<file path="config.mk">
export PLATFORM = sky130hd
export DESIGN_NAME = dircc_node_mem_initiator
export DESIGN_NICKNAME = d
export VERILOG_FILES = /design/src/rtl/dircc_node_mem_pkg.sv /design/src/rtl/dircc_node_mem_rd_fifo.sv /design/src/rtl/dircc_node_mem_initiator.sv
export SDC_FILE = /design/constraint.sdc
export NUM_CORES = 1
export LEC_CHECK = 0
export ABC_AREA = 1
export BUFFER_PORTS_ARGS = -buffer_cell sky130_fd_sc_hd__buf_4
export CORE_ASPECT_RATIO = 0.75
export CORE_UTILIZATION = 53
export DETAILED_ROUTE_END_ITERATION = 8
export GPL_TIMING_DRIVEN = 0
export PLACE_DENSITY = 0.79
export RECOVER_POWER = 25
export SYNTH_ARGS = -nofsm -noshare
export SYNTH_HDL_FRONTEND = slang
export SYNTH_SLANG_ARGS = --single-unit
export TNS_END_PERCENT = 30
</file>
<file path="constraint.sdc">
create_clock -name clk -period 3.6 [get_ports clk]
set_input_delay 0.36 -clock clk [delete_from_list [all_inputs] [get_ports clk]]
set_output_delay 0.36 -clock clk [all_outputs]
set_load 0.1 [all_outputs]
</file>
<file path="src/rtl/dircc_node_mem_pkg.sv">
// Shared definitions for the DIRCC node memory initiator.
// Holds the controller state encoding and the default geometry constants
// used as parameter defaults by dircc_node_mem_initiator.
package dircc_node_mem_pkg;

  localparam int unsigned DefaultAddrW    = 14;
  localparam int unsigned DefaultDataW    = 32;
  localparam int unsigned DefaultMemWords = 10240;

  typedef enum logic [2:0] {
    StIdle,
    StWrite,
    StRead,
    StDrain,
    StDone
  } state_e;

endpackage

</file>
<file path="src/rtl/dircc_node_mem_rd_fifo.sv">
// Synchronous read-data buffer for the DIRCC node memory initiator.
// Valid/ready on both sides; a push and a pop in the same cycle are legal at full
// (the pop frees the slot) and at empty (the pop is simply not offered).
// Ports:
//   clk, reset_n               clock, synchronous active-low reset
//   i_wr_valid/o_wr_ready/i_wr_data   push side
//   o_rd_valid/i_rd_ready/o_rd_data   pop side
//   o_count                    current occupancy
module dircc_node_mem_rd_fifo
  import dircc_node_mem_pkg::*;
#(
  parameter int unsigned DATA_W = DefaultDataW,
  parameter int unsigned DEPTH  = 4
) (
  input  logic                     clk,
  input  logic                     reset_n,
  input  logic                     i_wr_valid,
  output logic                     o_wr_ready,
  input  logic [DATA_W-1:0]        i_wr_data,
  output logic                     o_rd_valid,
  input  logic                     i_rd_ready,
  output logic [DATA_W-1:0]        o_rd_data,
  output logic [$clog2(DEPTH):0]   o_count
);

  localparam int unsigned PtrW = $clog2(DEPTH);
  localparam int unsigned CntW = PtrW + 1;

  logic [DATA_W-1:0] r_mem [DEPTH];
  logic [PtrW-1:0]   r_wr_ptr;
  logic [PtrW-1:0]   r_rd_ptr;
  logic [CntW-1:0]   r_count;
  logic              w_full;
  logic              w_empty;
  logic              w_push;
  logic              w_pop;

  assign w_full     = (r_count == CntW'(DEPTH));
  assign w_empty    = (r_count == '0);
  // At full, a same-cycle pop makes room for the push.
  assign o_wr_ready = !w_full || i_rd_ready;
  assign o_rd_valid = !w_empty;
  assign o_rd_data  = r_mem[r_rd_ptr];
  assign o_count    = r_count;
  assign w_push     = i_wr_valid && o_wr_ready;
  assign w_pop      = o_rd_valid && i_rd_ready;

  always_ff @(posedge clk) begin
    if (!reset_n) begin
      r_wr_ptr <= '0;
      r_rd_ptr <= '0;
      r_count  <= '0;
    end else begin
      if (w_push) r_wr_ptr <= r_wr_ptr + 1'b1;
      if (w_pop)  r_rd_ptr <= r_rd_ptr + 1'b1;
      unique case ({w_push, w_pop})
        2'b10:   r_count <= r_count + 1'b1;
        2'b01:   r_count <= r_count - 1'b1;
        default: r_count <= r_count;
      endcase
    end
  end

  // Storage needs no reset: occupancy alone decides what is visible.
  always_ff @(posedge clk) begin
    if (w_push) r_mem[r_wr_ptr] <= i_wr_data;
  end

endmodule

</file>
<file path="src/rtl/dircc_node_mem_initiator.sv">
// Block-transfer initiator for a DIRCC node's local word memory.
// Accepts a (write/read, start address, length) command, then streams words
// between the write/read data ports and an Avalon-style on-chip memory with a
// fixed one-cycle read latency. Read data is buffered in dircc_node_mem_rd_fifo;
// reads are only issued while buffer space (including the read in flight) remains.
// Optional build macro: DIRCC_NODE_MEM_INITIATOR_BOUNDS_EN rejects commands whose
// start address or length exceed the memory, pulsing err instead of accessing it.
// Ports:
//   clk, reset_n                      clock, synchronous active-low reset
//   cmd_valid/cmd_ready/cmd_write/cmd_addr/cmd_len   command handshake
//   wr_valid/wr_ready/wr_data         write-data stream into the block
//   rd_valid/rd_ready/rd_data         read-data stream out of the block
//   done, err                         completion / rejection pulses
//   avm_*                             memory-side master interface
module dircc_node_mem_initiator
  import dircc_node_mem_pkg::*;
#(
  parameter int unsigned ADDR_W        = DefaultAddrW,
  parameter int unsigned DATA_W        = DefaultDataW,
  parameter int unsigned MEM_WORDS     = DefaultMemWords,
  parameter int unsigned RD_FIFO_DEPTH = 4
) (
  input  logic                clk,
  input  logic                reset_n,
  input  logic                cmd_valid,
  output logic                cmd_ready,
  input  logic                cmd_write,
  input  logic [ADDR_W-1:0]   cmd_addr,
  input  logic [ADDR_W:0]     cmd_len,
  input  logic                wr_valid,
  output logic                wr_ready,
  input  logic [DATA_W-1:0]   wr_data,
  output logic                rd_valid,
  input  logic                rd_ready,
  output logic [DATA_W-1:0]   rd_data,
  output logic                done,
  output logic                err,
  output logic [ADDR_W-1:0]   avm_address,
  output logic [DATA_W/8-1:0] avm_byteenable,
  output logic                avm_chipselect,
  output logic                avm_write,
  output logic [DATA_W-1:0]   avm_writedata,
  input  logic [DATA_W-1:0]   avm_readdata,
  output logic                avm_clken
);

  localparam int unsigned CntW = $clog2(RD_FIFO_DEPTH) + 1;
  localparam logic [ADDR_W-1:0] LastAddr = ADDR_W'(MEM_WORDS - 1);
  localparam logic [ADDR_W:0]   OneWord  = {{ADDR_W{1'b0}}, 1'b1};

  state_e            r_state;
  state_e            w_state_next;
  logic [ADDR_W-1:0] r_addr;
  logic [ADDR_W-1:0] w_addr_next;
  logic [ADDR_W-1:0] w_addr_inc;
  logic [ADDR_W:0]   r_remain;
  logic [ADDR_W:0]   w_remain_next;
  logic              r_rd_inflight;
  logic              w_wr_strobe;
  logic              w_rd_strobe;
  logic              w_cmd_bad;
  logic [CntW-1:0]   w_fifo_count;
  logic [CntW:0]     w_rd_credit;
  logic              w_fifo_wr_ready;
  logic              w_fifo_rd_valid;
  logic              w_push;

`ifdef DIRCC_NODE_MEM_INITIATOR_BOUNDS_EN
  logic r_err;

  assign w_cmd_bad = (32'(cmd_addr) >= MEM_WORDS) || (32'(cmd_len) > MEM_WORDS);

  // A rejected command is consumed in IDLE; err fires the following cycle.
  always_ff @(posedge clk) begin
    if (!reset_n) r_err <= 1'b0;
    else          r_err <= (r_state == StIdle) && cmd_valid && w_cmd_bad;
  end

  assign err = reset_n && r_err;
`else
  assign w_cmd_bad = 1'b0;
  assign err       = 1'b0;
`endif

  // Explicit wrap: MEM_WORDS need not be a power of two.
  assign w_addr_inc  = (r_addr == LastAddr) ? '0 : r_addr + 1'b1;
  // Occupancy plus the read whose data lands next cycle.
  assign w_rd_credit = {1'b0, w_fifo_count} + {{CntW{1'b0}}, r_rd_inflight};

  always_comb begin
    w_state_next  = r_state;
    w_addr_next   = r_addr;
    w_remain_next = r_remain;
    w_wr_strobe   = 1'b0;
    w_rd_strobe   = 1'b0;
    unique case (r_state)
      StIdle: begin
        if (cmd_valid && !w_cmd_bad) begin
          w_addr_next   = cmd_addr;
          w_remain_next = cmd_len;
          if (cmd_len == '0)  w_state_next = StDone;
          else if (cmd_write) w_state_next = StWrite;
          else                w_state_next = StRead;
        end
      end
      StWrite: begin
        if (wr_valid) begin
          w_wr_strobe   = 1'b1;
          w_addr_next   = w_addr_inc;
          w_remain_next = r_remain - OneWord;
          if (r_remain == OneWord) w_state_next = StDone;
        end
      end
      StRead: begin
        if (w_rd_credit < (CntW + 1)'(RD_FIFO_DEPTH)) begin
          w_rd_strobe   = 1'b1;
          w_addr_next   = w_addr_inc;
          w_remain_next = r_remain - OneWord;
          if (r_remain == OneWord) w_state_next = StDrain;
        end
      end
      StDrain: begin
        if ((w_fifo_count == '0) && !r_rd_inflight) w_state_next = StDone;
      end
      StDone:  w_state_next = StIdle;
      default: w_state_next = StIdle;
    endcase
  end

  always_ff @(posedge clk) begin
    if (!reset_n) begin
      r_state       <= StIdle;
      r_addr        <= '0;
      r_remain      <= '0;
      r_rd_inflight <= 1'b0;
    end else begin
      r_state       <= w_state_next;
      r_addr        <= w_addr_next;
      r_remain      <= w_remain_next;
      r_rd_inflight <= w_rd_strobe;
    end
  end

  // Credit check guarantees space, so the ready term never actually drops data.
  assign w_push = r_rd_inflight && w_fifo_wr_ready;

  dircc_node_mem_rd_fifo #(
    .DATA_W (DATA_W),
    .DEPTH  (RD_FIFO_DEPTH)
  ) u_rd_fifo (
    .clk        (clk),
    .reset_n    (reset_n),
    .i_wr_valid (w_push),
    .o_wr_ready (w_fifo_wr_ready),
    .i_wr_data  (avm_readdata),
    .o_rd_valid (w_fifo_rd_valid),
    .i_rd_ready (rd_ready),
    .o_rd_data  (rd_data),
    .o_count    (w_fifo_count)
  );

  // Handshake outputs are forced low while reset is asserted.
  assign cmd_ready      = reset_n && (r_state == StIdle);
  assign wr_ready       = reset_n && (r_state == StWrite);
  assign rd_valid       = reset_n && w_fifo_rd_valid;
  assign done           = reset_n && (r_state == StDone);
  assign avm_chipselect = reset_n && (w_wr_strobe || w_rd_strobe);
  assign avm_write      = reset_n && w_wr_strobe;
  assign avm_address    = r_addr;
  assign avm_writedata  = wr_data;
  assign avm_byteenable = '1;
  assign avm_clken      = reset_n;

endmodule

</file>
## After elaboration in Yosys (flattened, before gate mapping)

Memories as Yosys holds them, arrays and structs flattened. A register that Yosys moved wholly into a read port is not among the register bits.
Cells that the tools add are included.

- Bits in registers: 40
- RAM bits: 128
- Output and inout bits: 90
- Memories: 1

- Add/sub/neg operators: 7
- Magnitude comparators: 1
- Equality and inequality tests: 15
- Multiplexer cells: 27
- Reduce and logical (&&, ||, !) cells: 22

Memory list:

| name | words | bits a word | read ports | clocked after memory_dff | wr ports | RTL line | text |
|---|---|---|---|---|---|---|---|
| u_rd_fifo.r_mem | 4 | 32 | 1 | 1 | 1 | dircc_node_mem_rd_fifo.sv:29 | `logic [DATA_W-1:0] r_mem [DEPTH];` |

Operators with widths:

| cell | number |
|---|---|
| two-way mux 14 bit | 4 |
| two-way mux 15 bit | 3 |
| case mux 15 bit (3 select lines) | 1 |
| case mux 14 bit (3 select lines) | 1 |
| two-way mux 3 bit | 7 |
| == test 15 x 1 -> 1 bit, second input constant | 1 |
| zero test 15 bit | 1 |
| subtractor 15 x 1 -> 15 bit, second input constant | 1 |
| adder 14 x 1 -> 14 bit, second input constant | 1 |
| == test 14 bit, second input constant | 1 |
| inequality test 2 bit, second input constant | 6 |
| case mux 3 bit (4 select lines) | 1 |
| logical AND 1 bit | 10 |
| == test 3 x 2 -> 1 bit, second input constant | 2 |
| == test 3 bit, second input constant | 2 |
| zero test 3 bit | 2 |
| two-way mux 1 bit | 6 |
| two-way mux 2 bit | 3 |
| case mux 3 bit (2 select lines) | 1 |
| AND reduction 6 bit | 1 |
| adder 2 x 1 -> 2 bit, second input constant | 2 |
| adder 3 x 1 -> 4 bit | 1 |
| less-than comparator 4 x 3 -> 1 bit, second input constant | 1 |
| AND reduction 4 bit | 1 |
| 9 further kinds | 12 |

## Longest topological paths before layout

Gate-level depths: netlist of the first run.

- Word-level depth: 7
- Depth in mapped cells: 11

## Modules after synthesis

Synthesis of the first run repeated with hierarchy kept, for this count alone.

- Cell total of the unflattened synthesis: 833
- Area total of the unflattened synthesis: 8,026.4 µm²

By module, submodules not included:

| module | instances | cells each | area an instance (µm²) |
|---|---|---|---|
| dircc_node_mem_rd_fifo | 1 | 381 | 5,271.3 |
| dircc_node_mem_initiator | 1 | 452 | 2,755.1 |

## Least setup slack after synthesis of the first run

OpenSTA, ideal clock, no wires.

- Path type: flip-flop to output port
- Start point: register r_state[0]
- End point: output port done
- Arrival time: 2.735 ns
- Required time: 3.240 ns
- Slack: 0.505 ns
- Cell stages (with the launch flop): 4
- Buffers on the path: 0
- Cells stage by stage: dfxtp_1 -> nor2_2 -> inv_1 -> nor3_1

- Longest elaborated chain between the ends: 2

RTL lines:

| what | RTL line | text |
|---|---|---|
| start: declaration | dircc_node_mem_initiator.sv:51 | `state_e r_state;` |
| start signal: assignment | dircc_node_mem_initiator.sv:132 | `r_state <= StIdle;` |
| start signal: assignment | dircc_node_mem_initiator.sv:137 | `r_state <= w_state_next;` |
| == test 3 bit | dircc_node_mem_initiator.sv:166 | `assign done = reset_n && (r_state == StDone);` |
| logical AND 1 bit | dircc_node_mem_initiator.sv:166 |  |
| end: declaration | dircc_node_mem_initiator.sv:36 | `output logic done,` |

Every way passes these cells.

==> results.yml, run 1 <==
outcome:
  status: "complete, no violations"
setup_path:
  crit_family: "buffers and inverters"
  end_kind: "output pin"
  crit_chain: "buf_2 > clkinv_1 > clkbuf_1 > nor2_1 > o22ai_1 > buf_4"
  critical-path-max-stage-delay_ns: 0.46
  cp.required_ns: 3.24
  criticalPathCategory: "flop to output pin"
  critPathMaxFanout: 10
  cp-start-kind: "flop"
  path_buf_inv: 4
  crit_arrival_ns: 2.28
  slowest_stage: "clkbuf_1"
routing:
  drt_pass1_iterations: 7
  vias: 6455
  wl_met1_mm: 8.11
  avgViaCountPerCell: 5.31
  drt_iter0_drc: 614
  wl_met2_mm: 8.85
  highest-signal-layer: "met4"
  drt_wl_total_mm: 18.7
  wl_met3_mm: 1.44
  wl_per_cell_um: 15.3
  final_antenna_net_count: 0
  drc: 0
floorplanning:
  coreArea_um2: 14500
  fp.dieH_um: 108
  die_width_um: 143
  start_util: 0.544
  die_area_um2: 15400
  num_rows: 38
  pin_count: 189
final_layout:
  final_common_cell: "buf_4"
  fillers: 1125
  finish.instance_area_um2: 9920
  nets: 1111
  mostFrequentLayoutCells: "165 x buf_4, 158 x nor2_1, 128 x edfxtp_1"
  utilization: 0.684
  drive_above_1_share: 0.229
  syn_to_final_growth_pct: 25.8
  final_cells: 1216
  diodes: 0
  final-seq-area_um2: 4680
  multiInputGateArea_um2: 2560
global_route:
  grt_pass1_wl_mm: 29.0
  grt_start_max_net_pins: 29
  grt_pass1_vias: 5811
  grt_use_total: 0.253
  antenna_found_initial: 0
  grt-ovfl-total: 0
timing:
  fin_ws_ns: 0.962
  finalHoldViolations: 0
  tns_ns: 0
  clock-skew-final_ns: 0.0123
  period_share: 0.733
  rsz0062_at_grt: "no"
  timing.fmax_ghz: 0.379
  slew_headroom: 0.596
  worst_pin_slew_ns: 0.604
  setup_violations: 0
  post-route-min-period_ns: 2.64
  drv_slew: 0
  hold_ws_ns: 0.132
synthesis:
  synth-seq-area-share: 0.594
  synthFlopType: "edfxtp_1"
  synth-seq-cells: 170
  syn-cell-area_um2: 7890
  synth_edf_count: 128
  yosysUniqueCellTypes: 39
  async_flop_share: 0
  syn_inst: 826
  syn_avg_cell_area_um2: 9.55
  yosysWarnings: 0
clock_tree:
  ctsLongestPathBuffers: 2
  cts.sinks: 170
  clk_pin_slew_ns: 0.07
  cts_buffers: 17
  h-tree-depth: 4
  post_cts_resized: 0
  clock_latency_ns: 0.44
  cts_tree: "built"
  cts-root-buf: "clkbuf_16"
  post_cts_buffers: 0
  cts_hold_buffers: 0
placement:
  placed_cell_area_um2: 9410
  post-place-ws_ns: 1.28
  place_inst: 1184
  dp_hpwl_mm: 12.7
  gp_congestion: 0.938
  portBuffers: 151
power_and_ir_drop:
  p_leak_nw: 3.98
  ir_worst_vdd_v: 0.000616
  p_total_mw: 9.48
  powerDensity_nw_per_um2: 955
min_path:
  hp-class: "input pin to flop"
job:
  max_cap_violations: 0
==> cell type report <==
class                           instances  area share
Timing Repair Buffer                  155       0.115
Inverter                               61      0.0233
Clock buffer                           17      0.0429
Tap cell                              200      0.0252
Clock inverter                         15      0.0180
Sequential cell                       170       0.472
Buffer                                 70      0.0452
Multi-Input combinational cell        528       0.258
==> synthesized netlist by cell type, drive strengths merged, types with 8 or more instances <==
library cell / instances / share of area
nor2: 168 / 0.085
edfxtp: 128 / 0.49
nand2: 115 / 0.057
o21ai: 99 / 0.063
inv: 59 / 0.028
buf: 49 / 0.047
dfxtp: 42 / 0.11
a21oi: 37 / 0.023
nand3: 34 / 0.023
o22ai: 32 / 0.025
clkbuf: 21 / 0.010
ha: 8 / 0.013
nor3: 8 / 0.0051
==> kinds of logic (layout without fill, tap and decap cells) <==
family / after synthesis / count (layout) / share of synthesized area
compound gates: 171 / 171 / 0.114
xor+xnor: 6 / 6 / 0.00666
fa+ha+maj: 9 / 9 / 0.0152
buf+inv: 131 / 318 / 0.0862
flops: 170 / 170 / 0.594
other cells: 2 / 5 / 0.000952
simple gates: 337 / 337 / 0.182
==> registers in the layout (all words and copies together) (netlist names), named ones only <==
| signal | flops |
|---|---|
| u_rd_fifo.o_count | 3 |
| r_rd_inflight | 1 |
| u_rd_fifo.r_mem | 128 |
| u_rd_fifo.r_wr_ptr | 2 |
| avm_address | 14 |
| u_rd_fifo.r_rd_ptr | 2 |
| r_remain | 15 |
| r_state | 3 |
==> worst register-to-register path, cell delays in order, from the launching register on <==
cell and delay (ns):
dfxtp_1 0.34, nor2_1 0.14, a31oi_1 0.14, inv_1 0.34, ha_1 0.21, inv_1 0.07, fa_1 0.38, a21oi_1 0.15
o21ai_0 0.13, o21ai_0 0.17, a21oi_1 0.06
==> power by group <==
group	internal (mW)	total, mW	leakage [nW]	switching, mW
registers	2.39	2.66	1.50	0.268
clock network	0.996	1.83	0.294	0.836
logic	1.22	4.98	2.18	3.76
==> metal layers <==
layer  vias up  GRT usage
met5         -          0
met4         0     0.0883
met3        25     0.0485
met2       297      0.406
met1      3001      0.346
li1       3132          -
==> path summary, 6_finish.rpt <==
| path | from | endpoint | slack [ns] | cells past startpoint |
|---|---|---|---|---|
| worst max register to register | u_rd_fifo.o_count[0] | u_rd_fifo.o_count[2] | 1.35 | 10 |
| worst min register to register | u_rd_fifo.r_rd_ptr[1] | flop | 0.48 | 2 |
| worst max-delay path | flop | rd_data[25] | 0.96 | 6 |
| worst min-delay path | avm_readdata[28] | u_rd_fifo.r_mem[2][28] | 0.13 | 1 |
Power figures use the tool's default switching activity.
==> inputs of run 2 (changes only) <==
- ABC_AREA: 1 -> 0
- PLACE_DENSITY: 0.79 -> 0.8
- clock period: 3.6 -> 2.55 ns (I/O delays scaled with it)
==> run 2 against run 1 <==
The flow now finishes with violations (DRC). Critical path depth down 1. Clock-buffer cell count unchanged. Clock skew up 0.0015 ns. First-iteration DRC count down 11%. Critical endpoint is now done. Final cell count down 26%. Flip-flop and latch count unchanged. Clock power up 40%. Area after synthesis down 5.5%. Sequential power up 39%.
==> results.yml, run 2 <==
clock_tree:
  clk_pin_slew_ns: 0.07
  cts_tree: "built"
  clock_latency_ns: 0.43
  ctsLongestPathBuffers: 2
  h-tree-depth: 4
  cts_hold_buffers: 0
  post_cts_resized: 15
  post_cts_buffers: 0
  cts-root-buf: "clkbuf_16"
  cts.sinks: 170
  cts_buffers: 17
synthesis:
  async_flop_share: 0
  synth-simple-area-share: 0.0915
  synth-seq-cells: 170
  syn-cell-area_um2: 7450
  synth_xor_area_frac: 0.0117
  yosysUniqueCellTypes: 53
  syn_avg_cell_area_um2: 13.8
  yosysTopAreaCell: "edfxtp_1"
  netlist.area_leader.share: 0.516
  synth_compound_area_frac: 0.0881
  syn_inst: 541
  synth_edf_count: 128
  synth_fa_ha_area_frac: 0.0161
  synth_top_family_by_area: "multiplexers"
  synthTopCellsByArea: "edfxtp_1 52%, dfxtp_1 11%, mux4_2 9.7%, buf_4 3.8%, nor2_1 2.0%"
  yosysWarnings: 0
  synthMuxAreaShare: 0.0994
  synth_most_common_cell: "edfxtp_1"
  synth_commonest_cells: "128 x edfxtp_1, 42 x dfxtp_1, 39 x nor2_1"
  synth-seq-area-share: 0.628
  synthFlopType: "edfxtp_1"
global_route:
  antenna_found_initial: 1
  grt_pass1_wl_mm: 27.2
  grt_use_total: 0.247
  grt-ovfl-total: 0
  grt_pass1_vias: 5307
  grt_start_max_net_pins: 33
timing:
  period_share: 0.960
  setup_violations: 0
  slew_headroom: 0.406
  finalHoldViolations: 0
  rsz0062_at_grt: "yes"
  drv_slew: 0
  post-route-min-period_ns: 2.45
  worst_pin_slew_ns: 0.891
  timing.fmax_ghz: 0.409
  hold_ws_ns: 0.0323
  clock-skew-final_ns: 0.0138
  fin_ws_ns: 0.102
setup_path:
  crit_arrival_ns: 2.19
  critical-path-max-stage-delay_ns: 0.36
  slowest_stage: "dfxtp_1"
  crit_chain: "clkbuf_1 > nor2_2 > clkbuf_2 > and3_1 > buf_4"
  end_kind: "output pin"
  critPathMaxFanout: 10
  cp.required_ns: 2.30
  criticalPathCategory: "flop to output pin"
  cp-start-kind: "flop"
routing:
  drc: 3
  final_antenna_net_count: 0
  drt_pass1_iterations: 9
  vias: 5261
  avgViaCountPerCell: 5.83
  drt_wl_total_mm: 17.2
  wl_per_cell_um: 19.1
  drt_iter0_drc: 549
outcome:
  violations: "DRC"
  status: "finished, violations left"
power_and_ir_drop:
  p_total_mw: 12.0
  p_int_mw: 6.27
  ir_worst_vdd_v: 0.000864
  p_leak_nw: 3.41
  power.switching_mw: 5.69
  combPwrFrac: 0.478
  clkPwrFrac: 0.214
  swShare: 0.476
  powerDensity_nw_per_um2: 1280
  power_frac_seq: 0.308
final_layout:
  diodes: 0
  final-seq-area_um2: 4680
  final_common_cell: "buf_4"
  multiInputGateArea_um2: 2320
  syn_to_final_growth_pct: 25.5
  drive_above_1_share: 0.348
  regMostFlops: "u_rd_fifo.r_mem"
  nets: 822
  final_cells: 902
  mostFrequentLayoutCells: "166 x buf_4, 128 x edfxtp_1, 42 x clkbuf_1, 42 x dfxtp_1, 36 x nor2_1"
  fillers: 1004
  largest_reg_flops: 128
floorplanning:
  coreArea_um2: 13700
  die_area_um2: 14500
  start_util: 0.544
  pin_count: 189
  num_rows: 37
  die_width_um: 139
  fp.dieH_um: 105
placement:
  place_inst: 870
  gp_congestion: 0.890
  dp_hpwl_mm: 11.8
  post-place-ws_ns: 0.0863
  portBuffers: 151
job:
  max_cap_violations: 0
min_path:
  hp-class: "input pin to flop"
run 2: cell count changes in the layout (fill, tap and decap cells not counted), sizes merged, moves of 26 or more:
| cell | previous run | this run |
|---|---|---|
| o22ai | 32 | 6 |
| nand2 | 115 | 26 |
| nor2 | 168 | 39 |
| inv | 67 | 25 |
| o21ai | 99 | 19 |
| mux4 | 0 | 32 |
run 2: power groups by stage:
stage	combinational (mW)	sequential (mW)	clock, mW
4_1_cts	5.68	3.67	2.58
6_report	5.71	3.69	2.56
5_1_grt	6.00	3.73	2.71
2_1_floorplan	3.80	4.28	0
3_5_place_dp	5.65	3.73	0
3_3_place_gp	5.58	3.71	0
run 2: metrics by stage:
stage | setup TNS, ns | util | area [µm²]
2_1_floorplan | -1.13 | - | 7470
3_3_place_gp | 0 | 0.644 | 8830
3_5_place_dp | 0 | 0.645 | 8830
4_1_cts | 0 | 0.689 | 9440
5_1_grt | -0.0285 | 0.683 | 9350
6_report | 0 | 0.683 | 9350
run 2: path summary, 6_finish.rpt:
kind                         from                     to  slack [ns]  depth (start not counted)
hold reg to reg      r_remain[13]           r_remain[13]        0.48                          2
setup reg to reg       r_state[0]            r_remain[1]        0.12                          8
setup / recovery       r_state[1]                   done        0.10                          5
hold / removal    avm_readdata[9]  u_rd_fifo.r_mem[0][9]        0.03                          1
run 2: critical path: cells and delay by family (launching register included):
kind	cells	cell delay (ns)
buf+inv	3	0.86
flops	1	0.36
simple gates	2	0.55
run 2: area by class of cell:
class,count,share of cell area
Timing Repair Buffer,151,0.111
Buffer,67,0.0457
Tap cell,175,0.0234
Sequential cell,170,0.501
Inverter,16,0.00642
Clock buffer,17,0.0455
Clock inverter,15,0.0185
Multi-Input combinational cell,291,0.249
run 2: cell families (layout without fill, tap and decap cells):
family	Yosys count	after routing
multiplexers	34	34
AND/OR/NAND/NOR	136	136
XOR/XNOR	10	10
other	2	5
adder cells (fa/ha/maj)	9	9
AO/OA/AOI/OAI	97	97
buffers and inverters	83	266
flip-flops	170	170
run 2: metal layers:
layer / vias up / GRT usage / part of all wire
li1: 2401 / - / -
met1: 2556 / 0.314 / 0.41
met2: 263 / 0.416 / 0.49
met3: 39 / 0.0642 / 0.076
met4: 2 / 0.0802 / 0.020
met5: - / 0 / 0.00075
==> inputs of run 3 (changes only) <==
==> constraint.sdc (replaced) <==
create_clock -name clk -period 2.75 [get_ports clk]
set_input_delay 0.275 -clock clk [delete_from_list [all_inputs] [get_ports clk]]
set_output_delay 0.275 -clock clk [all_outputs]
set_load 0.05 [all_outputs]
==> run 3 against run 2 <==
The run now ends clean. Clock skew fell by 0.0013 ns. Largest power group unchanged. Clock-buffer cell count did not move. Global-route usage fell by 0.23 points. Final cell count did not move. Clock power fell by 7%. Sequential share of layout area rose by 0.11 points. Utilization fell by 0.16 points. Highest routed layer is now met4. Sequential power fell by 7.6%.
==> results.yml, run 3 (same netlist as run 2, synthesis figures left out) <==
outcome:
  status: "complete, no violations"
power_and_ir_drop:
  p_leak_nw: 3.39
  clkPwrFrac: 0.237
  combPwrFrac: 0.423
  ir_worst_vdd_v: 0.000685
  p_int_mw: 5.87
  power.switching_mw: 4.18
  swShare: 0.416
  power_frac_seq: 0.340
  powerDensity_nw_per_um2: 1080
min_path:
  hold_path_depth: 1
  hp-class: "input pin to flop"
  worstHoldEndpoint: "u_rd_fifo.r_mem[0][21]"
  min_from: "avm_readdata[21]"
global_route:
  antenna_found_initial: 0
  grt_start_max_net_pins: 33
  grt-ovfl-total: 0
  grt_pass1_wl_mm: 26.9
  grt_use_total: 0.245
  grt_pass1_vias: 5129
placement:
  gp_congestion: 0.907
  portBuffers: 151
  place_inst: 870
  placed_cell_area_um2: 8820
  post-place-ws_ns: 0.307
  dp_hpwl_mm: 11.6
setup_path:
  cp-start-kind: "flop"
  crit_chain: "buf_2 > xnor2_1 > nor2_1 > clkbuf_1 > o21ai_0 > a21oi_1 > o21bai_1"
  reg2reg_depth: 7
  crit_arrival_ns: 2.93
  criticalPathCategory: "flop to flop"
  critical-path-max-stage-delay_ns: 0.66
  rr_startpoint: "r_state[0]"
  critPathMaxFanout: 10
  cp.required_ns: 3.11
  ff2ff_setup_slack_ns: 0.17
  slowest_stage: "nor2_1"
  r2r-end: "avm_address[12]"
  end_kind: "flop"
final_layout:
  nets: 822
  final_common_cell: "buf_4"
  largest_reg_flops: 128
  mostFrequentLayoutCells: "162 x buf_4, 128 x edfxtp_1, 45 x clkbuf_1"
  final_cells: 902
  diodes: 0
  regMostFlops: "u_rd_fifo.r_mem"
  syn_to_final_growth_pct: 25.2
  drive_above_1_share: 0.338
  finish.instance_area_um2: 9330
floorplanning:
  die_area_um2: 14500
  coreArea_um2: 13700
  fp.dieH_um: 105
  pin_count: 189
  die_width_um: 139
  start_util: 0.544
  num_rows: 37
job:
  max_cap_violations: 0
clock_tree:
  cts-root-buf: "clkbuf_16"
  clk_pin_slew_ns: 0.07
  cts.sinks: 170
  cts_tree: "built"
  h-tree-depth: 4
  clock_latency_ns: 0.42
  cts_buffers: 17
  ctsLongestPathBuffers: 2
routing:
  wl_per_cell_um: 19.2
  vias: 5230
  avgViaCountPerCell: 5.80
  drc: 0
  drt_pass1_iterations: 7
  drt_iter0_drc: 493
  drt_wl_total_mm: 17.3
  final_antenna_net_count: 0
timing:
  timing.fmax_ghz: 0.388
  post-route-min-period_ns: 2.58
  period_share: 0.937
  slew_headroom: 0.382
  finalHoldViolations: 0
  drv_slew: 0
  clock-skew-final_ns: 0.0125
  setup_violations: 0
  tns_ns: 0
  rsz0062_at_grt: "no"
  hold_ws_ns: 0.0564
  fin_ws_ns: 0.174
  worst_pin_slew_ns: 0.927
==> run 3: changes by cell type in the layout (fill, tap and decap cells not counted), sizes merged <==
cell | previous run | this run
bufinv | 0 | 1
clkinvlp | 0 | 1
buf | 174 | 170
clkdlybuf4s15 | 0 | 1
clkinv | 6 | 4
clkbuf | 61 | 64
==> run 3: metrics by stage <==
stage | utilization | power [mW]
after floorplan | - | 6.44
after global routing | 0.681 | 10.5
after CTS | 0.689 | 10.0
final | 0.681 | 10.0
after detailed placement | 0.644 | 7.64
after global placement | 0.644 | 7.57
==> run 3: timing repair <==
| action | in CTS | in global routing |
|---|---|---|
| endpoints found under the setup margin | 30 | 21 |
| hold buffers | 0 | 0 |
| gates resized for setup | 3 | 4 |
| setup buffers | 0 | 0 |
| pin swaps | 0 | 0 |
==> run 3: cell type report <==
| cell class | count | area (µm²) |
|---|---|---|
| Inverter | 16 | 60.1 |
| Buffer | 67 | 425 |
| Tap cell | 175 | 219 |
| Multi-Input combinational cell | 291 | 2310 |
| Timing Repair Buffer | 151 | 1030 |
| Fill cell | 984 | 4370 |
| Clock buffer | 17 | 425 |
| Sequential cell | 170 | 4680 |
| Clock inverter | 15 | 173 |
==> run 3: layer usage <==
| metal | global-route usage | vias to the layer above | wire, µm |
|---|---|---|---|
| met5 | 0 | - | 0 |
| met2 | 0.404 | 269 | 8360 |
| met4 | 0.0810 | 0 | 231 |
| met3 | 0.0555 | 21 | 1330 |
| met1 | 0.324 | 2545 | 7390 |
| li1 | - | 2395 | - |
==> run 3: worst max-delay path by stage <==
stage	startpoint	to	slack, ns
final	r_state[0]	avm_address[12]	0.17
after global routing	flop	rd_data[24]	0.04
after CTS	flop	rd_data[5]	-0.11
after detailed placement	r_state[0]	avm_address[12]	0.31
after global placement	u_rd_fifo.o_count[0]	u_rd_fifo.r_mem[0][4]	0.18
after floorplan	r_state[1]	avm_chipselect	0.19
==> run 3: power by group through the flow <==
stage	Combinational (mW)	Sequential, mW	Clock, mW
finish	4.25	3.41	2.38
global route	4.53	3.45	2.53
CTS	4.22	3.40	2.42
detailed placement	4.19	3.46	0
global placement	4.13	3.44	0
floorplan	2.77	3.66	0
==> run 3: worst max-delay path: cells and delay by family, from the launching register on <==
kind	cells	cell delay (ns)
AND/OR/NAND/NOR	1	0.66
buffers and inverters	2	0.79
XOR/XNOR	1	0.21
flip-flops	1	0.33
AO/OA/AOI/OAI	3	0.52
